File: src/rtl/enc4b5b_pkg.sv
// ============================================================================
// Package : enc4b5b_pkg
// Brief   : 4b/5b symbol codes, FSM state type and the nibble encode table
// Rev     : 1.0
// ============================================================================
`default_nettype none

package enc4b5b_pkg;

    localparam logic [4:0] SYM_IDLE = 5'b11100;
    localparam logic [4:0] SYM_SOF  = 5'b11000;
    localparam logic [4:0] SYM_EOF  = 5'b00111;

    typedef enum logic [2:0] {
        ST_IDLE = 3'd0,
        ST_SOF  = 3'd1,
        ST_DATA = 3'd2,
        ST_FILL = 3'd3,
        ST_EOF  = 3'd4
    } state_t;

    function automatic logic [4:0] enc_nibble(input logic [3:0] i_nib);
        logic [4:0] w_code;
        case (i_nib)
            4'h0: w_code = 5'h04;
            4'h1: w_code = 5'h05;
            4'h2: w_code = 5'h06;
            4'h3: w_code = 5'h09;
            4'h4: w_code = 5'h0A;
            4'h5: w_code = 5'h0B;
            4'h6: w_code = 5'h0C;
            4'h7: w_code = 5'h0D;
            4'h8: w_code = 5'h12;
            4'h9: w_code = 5'h13;
            4'hA: w_code = 5'h14;
            4'hB: w_code = 5'h15;
            4'hC: w_code = 5'h16;
            4'hD: w_code = 5'h19;
            4'hE: w_code = 5'h1A;
            default: w_code = 5'h1B;
        endcase
        return w_code;
    endfunction

endpackage

`default_nettype wire

File: src/rtl/framed_encoder_4b_5b_serializer.sv
// ============================================================================
// Module : sym_serializer_5b
// Brief  : 5-bit symbol shifter; loads a new symbol every fifth cycle
// Rev    : 1.0
// ============================================================================
`default_nettype none

module sym_serializer_5b
    import enc4b5b_pkg::*;
#(
    parameter bit MSB_FIRST = 1'b1
) (
    input  logic       clk,
    input  logic       rst,
    input  logic [4:0] i_load_sym,
    output logic       o_boundary,
    output logic       o_tx_bit,
    output logic       o_sym_start
);

    logic [4:0] r_shift;
    logic [2:0] r_bit_cnt;

    assign o_boundary  = (r_bit_cnt == 3'd4);
    assign o_sym_start = (r_bit_cnt == 3'd0);
    assign o_tx_bit    = MSB_FIRST ? r_shift[4] : r_shift[0];

    always_ff @(posedge clk or posedge rst) begin
        if (rst) begin
            r_shift   <= SYM_IDLE;
            r_bit_cnt <= 3'd0;
        end else if (o_boundary) begin
            r_shift   <= i_load_sym;
            r_bit_cnt <= 3'd0;
        end else begin
            r_bit_cnt <= r_bit_cnt + 3'd1;
            r_shift   <= MSB_FIRST ? {r_shift[3:0], 1'b0} : {1'b0, r_shift[4:1]};
        end
    end

endmodule

`default_nettype wire

File: src/rtl/framed_encoder_4b_5b.sv
// ============================================================================
// Module : framed_encoder_4b_5b
// Brief  : Frames N-nibble words as SOF/data/EOF 4b5b symbols on a serial line
// Rev    : 1.0
// ============================================================================
`default_nettype none

module framed_encoder_4b_5b
    import enc4b5b_pkg::*;
#(
    parameter int NIBBLES   = 2,
    parameter bit LSN_FIRST = 1'b1,
    parameter bit MSB_FIRST = 1'b1
) (
    input  logic                   clk,
    input  logic                   rst,
    input  logic [4*NIBBLES-1:0]   s_data,
    input  logic                   s_valid,
    input  logic                   s_last,
    output logic                   s_ready,
    output logic                   tx_bit,
    output logic                   sym_start,
    output logic                   in_frame,
    output logic                   underrun
);

    localparam int               DATA_W   = 4 * NIBBLES;
    localparam int               NIB_W    = (NIBBLES > 1) ? $clog2(NIBBLES) : 1;
    localparam logic [NIB_W-1:0] NIB_LAST = NIB_W'(NIBBLES - 1);

    state_t             r_state;
    state_t             w_state_nxt;
    logic [NIB_W-1:0]   r_nib_cnt;
    logic [NIB_W-1:0]   w_nib_nxt;
    logic [NIB_W-1:0]   w_nib_idx;
    logic [DATA_W-1:0]  r_word;
    logic [DATA_W-1:0]  w_src_word;
    logic               r_last;
    logic               r_in_frame;
    logic               r_underrun;
    logic               w_boundary;
    logic               w_last_nib;
    logic               w_accept;
    logic [3:0]         w_nibble;
    logic [4:0]         w_sym;

    assign w_last_nib = (r_nib_cnt == NIB_LAST);
    assign s_ready    = w_boundary & ((r_state == ST_IDLE) | (r_state == ST_FILL) |
                        ((r_state == ST_DATA) & w_last_nib & ~r_last));
    assign w_accept   = s_valid & s_ready;
    // A word accepted mid-frame supplies its first nibble straight from the port.
    assign w_src_word = w_accept ? s_data : r_word;
    assign w_nib_idx  = LSN_FIRST ? w_nib_nxt : (NIB_LAST - w_nib_nxt);

    always_comb begin
        w_state_nxt = r_state;
        w_nib_nxt   = r_nib_cnt;
        case (r_state)
            ST_IDLE: if (w_accept) w_state_nxt = ST_SOF;
            ST_SOF: begin
                w_state_nxt = ST_DATA;
                w_nib_nxt   = '0;
            end
            ST_DATA: begin
                if (!w_last_nib) begin
                    w_nib_nxt = r_nib_cnt + NIB_W'(1);
                end else if (r_last) begin
                    w_state_nxt = ST_EOF;
                end else if (w_accept) begin
                    w_nib_nxt = '0;
                end else begin
                    w_state_nxt = ST_FILL;
                end
            end
            ST_FILL: begin
                if (w_accept) begin
                    w_state_nxt = ST_DATA;
                    w_nib_nxt   = '0;
                end
            end
            ST_EOF:  w_state_nxt = ST_IDLE;
            default: w_state_nxt = ST_IDLE;
        endcase
    end

    always_comb begin
        w_nibble = 4'h0;
        for (int i = 0; i < NIBBLES; i++) begin
            if (w_nib_idx == NIB_W'(i)) w_nibble = w_src_word[4*i +: 4];
        end
    end

    always_comb begin
        case (w_state_nxt)
            ST_SOF:  w_sym = SYM_SOF;
            ST_DATA: w_sym = enc_nibble(w_nibble);
            ST_EOF:  w_sym = SYM_EOF;
            default: w_sym = SYM_IDLE;
        endcase
    end

    always_ff @(posedge clk or posedge rst) begin
        if (rst) begin
            r_state    <= ST_IDLE;
            r_nib_cnt  <= '0;
            r_word     <= '0;
            r_last     <= 1'b0;
            r_in_frame <= 1'b0;
            r_underrun <= 1'b0;
        end else begin
            r_underrun <= 1'b0;
            if (w_accept) begin
                r_word <= s_data;
                r_last <= s_last;
            end
            if (w_boundary) begin
                r_state    <= w_state_nxt;
                r_nib_cnt  <= w_nib_nxt;
                r_in_frame <= (w_state_nxt != ST_IDLE);
                r_underrun <= (w_state_nxt == ST_FILL);
            end
        end
    end

    sym_serializer_5b #(
        .MSB_FIRST (MSB_FIRST)
    ) u_ser (
        .clk         (clk),
        .rst         (rst),
        .i_load_sym  (w_sym),
        .o_boundary  (w_boundary),
        .o_tx_bit    (tx_bit),
        .o_sym_start (sym_start)
    );

    assign in_frame = r_in_frame;
    assign underrun = r_underrun;

endmodule

`default_nettype wire

File: config.mk
export PLATFORM = sky130hd
export DESIGN_NAME = framed_encoder_4b_5b
export DESIGN_NICKNAME = d
export VERILOG_FILES = /design/src/rtl/enc4b5b_pkg.sv /design/src/rtl/framed_encoder_4b_5b_serializer.sv /design/src/rtl/framed_encoder_4b_5b.sv
export SDC_FILE = /design/constraint.sdc
export NUM_CORES = 1
export LEC_CHECK = 0
export CELL_PAD_IN_SITES_DETAIL_PLACEMENT = 0
export CELL_PAD_IN_SITES_GLOBAL_PLACEMENT = 1
export CORE_UTILIZATION = 39
export DETAILED_ROUTE_END_ITERATION = 10
export HOLD_SLACK_MARGIN = 0.05
export PLACE_DENSITY = 0.72
export SYNTH_ARGS = -nofsm -noshare
export SYNTH_HDL_FRONTEND = slang
export SYNTH_HIERARCHICAL = 1
export SYNTH_SLANG_ARGS = --single-unit
File: constraint.sdc
create_clock -name clk -period 2.7 [get_ports clk]
set_input_delay 0.675 -clock clk [delete_from_list [all_inputs] [get_ports clk]]
set_output_delay 0.675 -clock clk [all_outputs]
set_load 0.02 [all_outputs]
Word-level counts from Yosys, hierarchy flattened
Memories as Yosys holds them, arrays and structs flattened.
Index checks and enable logic that the tools add are counted.
{ "classes": {"add_sub_neg": 2, "mul": 0, "div": 0, "n_lt_le_gt_ge": 0, "eq_ne": 8, "shifts": 0, "n_mux": 17, "n_bitwise": 7, "n_reduce_logical": 3} }
{ "ops": {"columns": ["op", "count"], "rows": [
  ["$mux W3", 6],
  ["$pmux W5 S3", 1],
  ["$eq A3 B2 Y1 const B", 4],
  ["$pmux W3 S4", 1],
  ["$mux W8", 1],
  ["$eq A3 B1 Y1 const B", 2],
  ["$eq A3 B3 Y1 const B", 2],
  ["$logic_not A3 Y1", 2],
  ["$mux W1", 5],
  ["$mux W5", 1],
  ["$and A1 B1 Y1", 4],
  ["$mux W4", 1],
  ["$add A3 B1 Y3 const B", 1],
  ["$pmux W1 S3", 1],
  ["$reduce_bool A3 Y1", 1],
  ["$or A1 B1 Y1", 2],
  ["$add A1 B1 Y1 const B", 1],
  ["$not A1 Y1", 1]
]} }
{ "word_totals": {"register_bits": 23, "latch_bits": 0, "mem_bits_rw": 0, "romBits": 80, "inputBits": 12, "out_inout_bits": 5, "elab_cells": 46, "n_memories": 1} }
{ "memory_table": {"columns": ["memory", "depth", "word_bits", "rd", "rd_clocked_by_memory_dff", "write_ports", "line_no", "source"], "rows": [
  ["(no name shown)", 16, 5, 1, 0, 0, "enc4b5b_pkg.sv:24", "case (i_nib)"]
]} }

Logic depth before layout (Yosys ltp)
Gate-level depths: netlist of run 1.
An unclocked memory read counts as a cell.
{ "depth": {"ltp_word": 14, "mapped_depth": 14, "ltp_nobuf": 13} }

Cells and area by module
Netlist of run 1, hierarchy kept.
{ "by_module_without_submodules": {"columns": ["mod", "n_inst", "cells_each", "area_each_um2"], "rows": [
  ["framed_encoder_4b_5b", 1, 91, 993.5],
  ["sym_serializer_5b", 1, 24, 351.6]
]} }

Worst setup path before layout of run 1
Ideal clock, no wire load.
{ "synth_path": {"path_kind": "reg2reg", "from": "reg u_ser.r_bit_cnt[0]", "to": "reg u_ser.r_shift[1]", "setup_time_ns": 0.125, "arrival_ns": 2.920, "required_time_ns": 2.575, "setup_slack_ns": -0.345, "stages_incl_launch_ff": 15, "n_path_buf": 1, "period_less_slack_ns": 3.045, "cell_sequence": "dfrtp_1 -> inv_1 -> ha_1 -> nand2_4 -> inv_1 -> buf_2 -> and2b_1 -> o21ai_1 -> a21oi_1 -> nand2_2 -> mux2_2 -> nor3_1 -> o311ai_1 -> a21o_1 -> mux2_4"} }
{ "synth_between": {"elab_chain_cells": 11, "elab_cells_between_ends": 22, "cone_classes": "4 x eq/ne; 15 x mux; 2 x bitwise; 1 x memory"} }
{ "synth_lines": {"columns": ["item", "line_no", "source"], "rows": [
  ["from (decl)", "framed_encoder_4b_5b_serializer.sv:22", "logic [2:0] r_bit_cnt;"],
  ["from (signal assigned)", "framed_encoder_4b_5b_serializer.sv:36", "r_bit_cnt <= r_bit_cnt + 3'd1;"],
  ["$eq A3 B3 Y1 (*)", "framed_encoder_4b_5b_serializer.sv:24", "assign o_boundary = (r_bit_cnt == 3'd4);"],
  ["via w_boundary", "framed_encoder_4b_5b.sv:41", "logic w_boundary;"],
  ["$and A1 B1 Y1 (*)", "framed_encoder_4b_5b.sv:48", "assign s_ready = w_boundary & ((r_state == ST_IDLE) | (r_state == ST_FILL) |"],
  ["via s_ready", "framed_encoder_4b_5b.sv:20", "output logic s_ready,"],
  ["$and A1 B1 Y1 (*)", "framed_encoder_4b_5b.sv:50", "assign w_accept = s_valid & s_ready;"],
  ["$mux W1", "framed_encoder_4b_5b.sv:69", "end else if (w_accept) begin"],
  ["$mux W1", "framed_encoder_4b_5b.sv:67", "end else if (r_last) begin"],
  ["$mux W1", "framed_encoder_4b_5b.sv:65", "if (!w_last_nib) begin"],
  ["$pmux W1 S3", "framed_encoder_4b_5b.sv:58", "case (r_state)"],
  ["$mux W4", "framed_encoder_4b_5b.sv:89", "if (w_nib_idx == NIB_W'(i)) w_nibble = w_src_word[4*i +: 4];"],
  ["$mem_v2 Z16 W5", null, null],
  ["$pmux W5 S3 (*)", "framed_encoder_4b_5b.sv:94", "case (w_state_nxt)"],
  ["via w_sym[1]", "framed_encoder_4b_5b.sv:45", "logic [4:0] w_sym;"],
  ["$mux W5 (*)", "framed_encoder_4b_5b_serializer.sv:32", "end else if (o_boundary) begin"],
  ["to (signal assigned)", "framed_encoder_4b_5b_serializer.sv:33", "r_shift <= i_load_sym;"],
  ["to (signal assigned)", "framed_encoder_4b_5b_serializer.sv:37", "r_shift <= MSB_FIRST ? {r_shift[3:0], 1'b0} : {1'b0, r_shift[4:1]};"],
  ["to (decl)", "framed_encoder_4b_5b_serializer.sv:21", "logic [4:0] r_shift;"]
]} }
Mark *: on every way through the listed nets, which the timed path passes. The rest lies on a longest branch.
A chain may end at the register's enable or synchronous reset.

Final worst setup path of run 1
{ "layout_path": {"from": "reg u_ser.r_bit_cnt[1]", "to": "reg u_ser.r_shift[1]"} }
{ "layout_between": {"elab_chain_cells": 11, "elab_cells_between_ends": 22, "cone_classes": "4 x eq/ne; 15 x mux; 2 x bitwise; 1 x memory"} }
{ "layout_lines": {"columns": ["item", "line_no"], "rows": [
  ["$eq A3 B3 Y1 (*)", "framed_encoder_4b_5b_serializer.sv:24"],
  ["via w_boundary", "framed_encoder_4b_5b.sv:41"],
  ["$and A1 B1 Y1 (*)", "framed_encoder_4b_5b.sv:48"],
  ["$and A1 B1 Y1 (*)", "framed_encoder_4b_5b.sv:50"],
  ["$mux W1", "framed_encoder_4b_5b.sv:69"],
  ["$mux W1", "framed_encoder_4b_5b.sv:67"],
  ["$mux W1", "framed_encoder_4b_5b.sv:65"],
  ["$pmux W1 S3", "framed_encoder_4b_5b.sv:58"],
  ["$mux W4", "framed_encoder_4b_5b.sv:89"],
  ["$mem_v2 Z16 W5", null],
  ["$pmux W5 S3 (*)", "framed_encoder_4b_5b.sv:94"],
  ["via w_sym[1]", "framed_encoder_4b_5b.sv:45"],
  ["$mux W5 (*)", "framed_encoder_4b_5b_serializer.sv:32"]
]} }
Marked as above.

==> out/summary.txt, run 1 <==
status: finished, final reports clean
Most Used Layer, Global Route: met2
Hold WC Path Type: reg -> reg
vias in the first global route: 990
CP delay by family, top: multiplexers
worst min-delay path endpoint: u_ser/r_shift[1]
gr ovfl total: 0
CTS H-tree depth: 1
pwr dens: 1400 nW/um^2
Synth Area in Compound Gates: 0.0967
critical path buffer and inverter count: 3
worst-path maximum fanout: 6
WP data arrival: 2.85 ns
Leak Pwr: 0.000816 uW
Clock Path Buffers: 2
CP Cell Sequence: inv_2, ha_4, nand2_4, inv_4, buf_6, and2b_1, o21ai_2, a21oi_2, nand2_4, mux2_4, nor3_4, o311ai_2, a21o_1, mux2_4
GPL Wtd Cong: 0.786
max-cap violations: 0
Clk pin slew, worst setup/hold paths: 0.13 ns
YS warnings: 6
DR WL/cell: 14.4 um
residual DRC count: 0
WP data required: 2.91 ns
fmax: 379 MHz
synthesis-stage register bit count: 23
Worst Setup End Kind: flop
Die Wd: 60.7 um
Yosys top cell area share: 0.372
XOR/XNOR share of the synthesized area: 0.00651
Final setup viols: 0
core area: 3150 um^2
CTS Buf Count: 3
fin. max-slew vios: 0
distinct cell type count after synthesis: 40
Slew HR: 0.395
share of cells above drive strength 1: 0.510
Max stage delay on crit path: 0.41 ns
Post-Synth Simple-Gate Area: 0.126
ANT cells: 0
Fin. Hold Viols: 0
most instantiated library cell after synthesis: dfrtp_1
critical path launch point type: flop
critical path class: reg -> reg
routing usage on met2: 0.289
Psw: 1050 uW
Worst Skew: 0.00338 ns
Synth Area in Adders: 0.0186
syn_nets: 129
Avg Inst Size Synth: 11.7 um^2
initial cell density of the core: 0.427
Slowest-stage cell, CP: dfrtp_1
sequential share of power: 0.226
drt first pass iters: 4
number of flops mapped to enable cells by yosys: 0
Worst Hold Depth: 1
Reg2Reg Setup Slack: 0.06 ns
Die Area: 3690 um^2
RSZ-0062 raised after global routing: true
Port-buffer cells: 16
register area share after synthesis: 0.431
first-pass GRT wire length: 4.58 mm
largest family of logic cells by synthesized area: multiplexers
GRT Total Usage: 0.171
post-route setup TNS: 0 ns
VDD IR max: 0.550 mV
top cells by count, synth: dfrtp_1, mux2_2, mux2i_1, inv_1, a21oi_1
GRT met3 Usage: 0.0192
post-synth top area cell: dfrtp_1
P_int: 1540 uW
Synth area leaders: dfrtp_1, mux2_2, mux2i_1
root buf cell: clkbuf_4
hold_buf cts: 0
Row Count: 20
1st-iter DRT viols: 58
reg-to-reg endpoint: u_ser/r_shift[1]
synthesized cell area: 1350 um^2
asr flop ratio synth: 1.00
routing usage on met1: 0.232
vias per inst: 5.22
CTS tree: done
DR vias: 1018
clock insertion delay at the later pin of the skew report: 0.31 ns
Final ANT Viol Nets: 0
total power: 2590 uW
DRT Wirelength: 2.80 mm
Clk network pwr share: 0.063
area delta synth->final: 37.5%
worst slew pin tran: 0.895 ns
Ports: 17
largest net degree at the start of global routing: 16
nets: 166
setup ws final: 0.0602 ns
initial antenna violation count: 0
Most used DFF post-synth: dfrtp_1
fin crit period: 2.64 ns
Die Ht: 60.7 um
Syn Inst Count: 115
Worst R2R Path Depth: 14
Hold Path Origin: u_ser/r_shift[0]
HPWL after DPL: 1.84 mm
mux cell area share after synthesis: 0.281
Core Util, Final: 0.587
RR Startpoint: u_ser/r_bit_cnt[1]
CTS Sinks: 23
Comb pwr share: 0.711
period utilisation layout: 0.978
dpl ws: -0.391 ns
hold slack: 0.496 ns
sw frac: 0.406
power groups by stage:
stage	logic (uW)	registers, uW	clock network (uW)
after global placement	1390	570	0
after global routing	1990	604	185
after floorplan	1120	542	0
final	1840	586	162
after detailed placement	1430	574	0
after CTS	1560	576	172
area by class of cell:
type                    count  area [um^2]
inverters                   8         32.5
well taps                  44         55.1
flip-flops and latches     23          581
clock inverters             1         5.00
fillers                   286         1300
clock buffers               3         22.5
multi-input cells          82          853
repair buffers             34          300
per-layer routing:
metal,wire length (um),part of all wire
met4,29,0.010
met1,1320,0.47
met3,43,0.015
met5,0,0
met2,1410,0.50
metrics by stage:
stage	cell area, um^2	instances
after detailed placement	1660	183
final	1850	195
after global placement	1660	183
after CTS	1750	193
after global routing	1850	195
after floorplan	1380	115
worst max path at each step:
| stage | start | cells past startpoint | to |
|---|---|---|---|
| final | u_ser/r_bit_cnt[1] | 14 | u_ser/r_shift[1] |
| after floorplan | u_ser/r_bit_cnt[0] | 14 | u_ser/r_shift[1] |
| after global routing | u_ser/r_bit_cnt[1] | 14 | u_ser/r_shift[1] |
| after CTS | s_valid | 10 | u_ser/r_shift[2] |
| after detailed placement | s_valid | 10 | u_ser/r_shift[2] |
| after global placement | s_valid | 10 | u_ser/r_shift[1] |
worst register-to-register path: cells and delay by family, from the launching register on:
family | cells | cell delay (ns)
buffers and inverters | 3 | 0.24
DFF | 1 | 0.41
and+or+nand+nor | 4 | 0.55
AOI/OAI and AO/OA | 4 | 0.56
muxes | 2 | 0.63
adders and majority gates | 1 | 0.16
cell usage in the layout (no fill, tap or decap), types with 3 or more instances in the layout:
master           count
mux2_4               6
mux2_2              15
dfstp_2              3
dfrtp_1             19
mux2i_2              4
inv_1                5
nor3_1               3
buf_4               17
clkdlybuf4s50_1     14
nor2_1               3
mux2i_1              6
a21oi_1              5
or3_1                3
clkbuf_4             3
registers in the layout, indices dropped and copies added (netlist names):
name             count
r_word               8
u_ser/r_shift        5
r_state              3
u_ser/r_bit_cnt      3
in_frame             1
r_last               1
r_nib_cnt            1
underrun             1
cell families after synthesis:
group                      Yosys count
buffers and inverters               12
AOI/OAI and AO/OA                   19
adders and majority gates            2
muxes                               32
and+or+nand+nor                     26
DFF                                 23
xor gates and xnor gates             1
timing repair:
action                                  in CTS  in global routing
cloned                                       2                  0
endpoints found under the hold margin        0                  0
endpoints found under the setup margin       4                  4
setup buffers                                4                  2
pin swaps                                    2                 10
resized for setup                            6                 21
Power figures use the tool's default switching activity.
==> run 2, diff against run 1 <==
--- a/config.mk
+++ b/config.mk
@@ -5,12 +5,13 @@
 export SDC_FILE = /design/constraint.sdc
 export NUM_CORES = 1
 export LEC_CHECK = 0
+export CAP_MARGIN = 20
 export CELL_PAD_IN_SITES_DETAIL_PLACEMENT = 0
 export CELL_PAD_IN_SITES_GLOBAL_PLACEMENT = 1
-export CORE_UTILIZATION = 39
+export CORE_UTILIZATION = 47
 export DETAILED_ROUTE_END_ITERATION = 10
 export HOLD_SLACK_MARGIN = 0.05
-export PLACE_DENSITY = 0.72
+export PLACE_DENSITY = 0.82
 export SYNTH_ARGS = -nofsm -noshare
 export SYNTH_HDL_FRONTEND = slang
 export SYNTH_HIERARCHICAL = 1
==> constraint.sdc (replaced) <==
create_clock -name clk -period 3.3 [get_ports clk]
set_input_delay 0.825 -clock clk [delete_from_list [all_inputs] [get_ports clk]]
set_output_delay 0.825 -clock clk [all_outputs]
set_load 0.02 [all_outputs]
==> run 2 against run 1 <==
  * Power fell by 36%
  * Worst hold slack got worse by 0.026 ns
  * Combinational power fell by 42%
  * First-iteration DRC count fell by 40%
  * Routed wire length fell by 16%
  * Register-to-register slack improved by 0.25 ns
  * Final area fell by 15%
  * Critical path depth fell by 6
  * Setup slack improved by 0.096 ns
  * Final cell count fell by 15%
  * Die area fell by 16%
  * Critical endpoint is now s_ready
==> out/summary.txt, run 2 (synthesized netlist as in run 1, its figures left out) <==
Final ANT Viol Nets: 0
clock insertion delay at the later pin of the skew report: 0.32 ns
WP data required: 2.47 ns
Filler Cell Count: 240
CTS Buf Count: 3
HPWL after DPL: 1.73 mm
nets: 149
vias per inst: 5.67
number of flip-flops in the largest register: 8
Clk pin slew, worst setup/hold paths: 0.13 ns
largest net degree at the start of global routing: 16
cts repair resizes: 0
GRT Total Usage: 0.169
VDD IR max: 0.680 mV
status: finished, final reports clean
worst min-delay path endpoint: u_ser/r_bit_cnt[0]
DR WL/cell: 14.3 um
Clock Path Buffers: 2
CTS H-tree depth: 1
vias in the first global route: 936
Hold Path Origin: u_ser/r_bit_cnt[0]
initial cell density of the core: 0.492
WP data arrival: 2.32 ns
Post-CTS Setup Bufs: 0
area delta synth->final: 16.7%
fin crit period: 3.14 ns
critical path class: reg -> out
commonest non-fill, non-tap cell in the layout: dfrtp_1
gr ovfl total: 0
initial antenna violation count: 0
reg-to-reg endpoint: u_ser/r_shift[2]
worst slew pin tran: 0.723 ns
period utilisation layout: 0.953
Hold WC Path Type: reg -> reg
ANT cells: 0
CP Launch Point: u_ser/r_bit_cnt[0]
Die Wd: 55.5 um
Slew HR: 0.511
Worst Setup End Kind: output pin
commonest non-fill, non-tap cells in the layout: dfrtp_1, mux2_2, clkdlybuf4s50_1, mux2i_1, inv_1
fmax: 318 MHz
register area: 579 um^2
critical path launch point type: flop
Largest regs: r_word x8, u_ser/r_shift x5
Biggest register: r_word
Leak Pwr: 0.000689 uW
RR Startpoint: u_ser/r_bit_cnt[0]
root buf cell: clkbuf_4
pwr dens: 1060 nW/um^2
multi-input logic area: 711 um^2
Row Count: 19
Reg2Reg Setup Slack: 0.31 ns
RSZ-0062 raised after global routing: false
fin. max-slew vios: 0
first-pass GRT wire length: 4.05 mm
Final setup viols: 0
post-route setup TNS: 0 ns
GPL Wtd Cong: 0.788
Port-buffer cells: 16
core area: 2730 um^2
Core Util, Final: 0.574
Fin. Hold Viols: 0
Worst R2R Path Depth: 13
total power: 1660 uW
Worst Skew: 0.00250 ns
residual DRC count: 0
hold slack: 0.469 ns
Die Area: 3080 um^2
share of cells above drive strength 1: 0.291
CTS Sinks: 23
DR vias: 935
max-cap violations: 0
Die Ht: 55.5 um
hold_buf cts: 0
Worst Hold Depth: 1
drt first pass iters: 4
CTS tree: done
worst-path maximum fanout: 5
DRT Wirelength: 2.35 mm
1st-iter DRT viols: 35
Ports: 17
## run 2: how the worst max path moves through the flow
stage | endpoint | slack, ns
after detailed placement | u_ser/r_shift[1] | 0.008
after global placement | u_ser/r_shift[2] | 0.07
final | s_ready | 0.16
after CTS | s_ready | 0.14
after global routing | s_ready | 0.0009
after floorplan | u_ser/r_shift[1] | 0.26
## run 2: routing by layer
metal	share of wire	GRT usage	vias to the layer above
li1	-	-	457
met1	0.47	0.214	456
met2	0.47	0.277	17
met3	0.032	0.0234	5
met4	0.021	0.0929	0
met5	0	0	-
## run 2: stage by stage
step	worst slack (ns)	std cells	area, um^2
after floorplan	0.255	115	1350
after global placement	0.0679	161	1540
after detailed placement	0.00819	161	1540
after CTS	0.142	165	1570
after global routing	0.000870	165	1570
final	0.157	165	1570
## run 2: area by class of cell
type	count	share of cell area
Multi-Input combinational cell	80	0.453
Clock buffer	3	0.0144
Sequential cell	23	0.369
Tap cell	31	0.0247
Clock inverter	1	0.00319
Inverter	8	0.0191
Timing Repair Buffer	19	0.116
## run 2: power by group
| group | leakage, uW | total, uW | switching [uW] | internal, uW |
|---|---|---|---|---|
| sequential | 0.000279 | 461 | 81.2 | 380 |
| combinational | 0.000393 | 1060 | 492 | 572 |
| clock | 0.0000177 | 132 | 86.9 | 45.4 |
| total | 0.000689 | 1660 | 660 | 997 |
## run 2: worst max-delay path, cell delays in order, from the launching register on
cell and delay, ns:
dfrtp_1 0.42, inv_1 0.06, ha_1 0.26, nand2_4 0.11
inv_1 0.13, and2b_1 0.13, o21ai_1 0.05, a21oi_1 0.18
clkdlybuf4s50_1 0.64
==> run 3, diff against run 2 <==
--- a/config.mk
+++ b/config.mk
@@ -8,10 +8,12 @@
 export CAP_MARGIN = 20
 export CELL_PAD_IN_SITES_DETAIL_PLACEMENT = 0
 export CELL_PAD_IN_SITES_GLOBAL_PLACEMENT = 1
-export CORE_UTILIZATION = 47
+export CORE_UTILIZATION = 39
 export DETAILED_ROUTE_END_ITERATION = 10
+export GPL_TIMING_DRIVEN = 0
 export HOLD_SLACK_MARGIN = 0.05
-export PLACE_DENSITY = 0.82
+export PLACE_DENSITY = 0.72
+export SLEW_MARGIN = 20
 export SYNTH_ARGS = -nofsm -noshare
 export SYNTH_HDL_FRONTEND = slang
 export SYNTH_HIERARCHICAL = 1
==> constraint.sdc (replaced) <==
create_clock -name clk -period 2.6 [get_ports clk]
set_input_delay 0.65 -clock clk [delete_from_list [all_inputs] [get_ports clk]]
set_output_delay 0.65 -clock clk [all_outputs]
set_load 0.02 [all_outputs]
==> run 3 against run 2 <==
  * The run now ends with negative setup slack left
  * Final cell count rose by 16%
  * Worst hold slack improved by 0.026 ns
  * Final area rose by 18%
  * Clock power rose by 29%
  * Non-clock buffer count rose by 12
  * Die area rose by 20%
  * Largest cell class unchanged
  * Via count rose by 7.1%
  * Flip-flop and latch count did not move
  * Power rose by 69%
  * Sequential share of layout area fell by 5.5 points
  * Count of clock-buffer cells in the layout rose by 1
  * Setup slack got worse by 0.27 ns
  * Highest routed layer unchanged
==> out/summary.txt, run 3 (synthesized netlist as in run 1, its figures left out) <==
status: finished with violations
failing checks: negative setup slack
Ports: 17
Die Ht: 60.7 um
hold slack: 0.495 ns
Placed Instance Area: 1600 um^2
first-pass GRT wire length: 4.73 mm
hold_buf cts: 0
GPL Wtd Cong: 0.800
CTS tree: done
Clock Path Buffers: 2
Leak Pwr: 0.000790 uW
reg-to-reg endpoint: u_ser/r_shift[1]
Worst R2R Path Depth: 14
share of cells above drive strength 1: 0.490
Reg2Reg Setup Slack: -0.12 ns
Row Count: 20
pwr dens: 1520 nW/um^2
RSZ-0062 raised after global routing: true
cell area after layout: 1840 um^2
largest net degree at the start of global routing: 16
ANT cells: 0
Hold WC Path Type: reg -> reg
core area: 3150 um^2
Final ANT Viol Nets: 0
initial antenna violation count: 0
Clk pin slew, worst setup/hold paths: 0.12 ns
Core Util, Final: 0.585
Die Wd: 60.7 um
period utilisation layout: 1.05
DRT Wirelength: 2.84 mm
commonest non-fill, non-tap cells in the layout: dfrtp_1, mux2_2, clkdlybuf4s50_1, buf_4
Hold Path Origin: u_ser/r_shift[0]
fmax: 368 MHz
worst slew pin tran: 0.810 ns
residual DRC count: 0
vias per inst: 5.24
fin. max-slew vios: 0
critical path launch point type: flop
dpl ws: -0.640 ns
number of flip-flops in the largest register: 8
nets: 162
Largest regs: r_word x8, u_ser/r_shift x5
critical path class: reg -> reg
VDD IR max: 0.617 mV
CTS H-tree depth: 1
total power: 2790 uW
Final setup viols: 2
area delta synth->final: 37.1%
Worst Setup End Kind: flop
Worst Skew: 0.0109 ns
Die Area: 3690 um^2
RR Startpoint: u_ser/r_bit_cnt[1]
Port-buffer cells: 16
gr ovfl total: 0
HPWL after DPL: 1.82 mm
Slew HR: 0.452
Biggest register: r_word
commonest non-fill, non-tap cell in the layout: dfrtp_1
worst-path maximum fanout: 7
initial cell density of the core: 0.427
root buf cell: clkbuf_4
CTS Buf Count: 3
GRT Total Usage: 0.178
Fin. Hold Viols: 0
Worst Hold Depth: 1
DR vias: 1001
WP data arrival: 2.93 ns
worst min-delay path endpoint: u_ser/r_shift[1]
clock insertion delay at the later pin of the skew report: 0.32 ns
drt first pass iters: 4
CTS Sinks: 23
vias in the first global route: 1085
1st-iter DRT viols: 40
WP data required: 2.81 ns
max-cap violations: 0
DR WL/cell: 14.9 um
setup ws final: -0.118 ns
fin crit period: 2.72 ns
-- run 3: cell types whose count changed in the layout (fill, tap and decap cells not counted), moves of 3 or more --
cell,change
buf_4,+8
mux2i_2,+5
inv_1,-3
mux2i_1,-5
-- run 3: report_power, final --
part           internal, uW  leakage [uW]  switching [uW]
registers               483      0.000279            87.4
logic                  1110      0.000496             947
clock network          60.0     0.0000150             110
-- run 3: how the worst max path moves through the flow --
stage                       start          endpoint  slack (ns)  cells past startpoint
2_1_floorplan  u_ser/r_bit_cnt[0]  u_ser/r_shift[1]       -0.05                     14
3_3_place_gp              s_valid  u_ser/r_shift[2]       -0.62                     10
3_5_place_dp              s_valid  u_ser/r_shift[2]       -0.64                     10
4_1_cts        u_ser/r_bit_cnt[0]  u_ser/r_shift[2]       -0.08                     14
5_1_grt        u_ser/r_bit_cnt[1]  u_ser/r_shift[1]       -0.22                     14
6_report       u_ser/r_bit_cnt[1]  u_ser/r_shift[1]       -0.12                     14
-- run 3: through the flow --
stage	setup TNS (ns)	cells
detailed placement	-1.81	175
CTS	-0.140	190
finish	-0.195	191
global route	-0.578	191
floorplan	-0.102	115
global placement	-1.70	175
-- run 3: layer usage --
metal  global-route usage  routed length, um
met5                    0                  0
met4               0.0942                 58
met3               0.0341                 85
met2                0.306               1430
met1                0.210               1270
-- run 3: worst max-delay path, stage by stage, from the launching register on --
cell,delay [ns]
dfrtp_1,0.41
inv_2,0.07
ha_4,0.16
nand2_4,0.06
inv_4,0.08
nand2_4,0.06
a31oi_4,0.27
o21ai_4,0.15
mux2i_2,0.19
mux2i_4,0.35
buf_6,0.15
or3_4,0.12
o311ai_4,0.09
a21o_1,0.18
mux2_4,0.26
-- run 3: cell type report --
type                    count  area, um^2
plain buffers               3        20.0
flip-flops and latches     23         579
well taps                  44        55.1
repair buffers             28         251
inverters                   8        32.5
fillers                   286        1310
multi-input cells          81         880
clock buffers               4        26.3
-- run 3: what timing repair did --
| action | 4_1_cts | 5_1_grt |
|---|---|---|
| pin swaps | 7 | 3 |
| cloned | 1 | 0 |
| setup endpoints to repair | 4 | 4 |
| resized for setup | 19 | 8 |
| setup buffers | 10 | 2 |
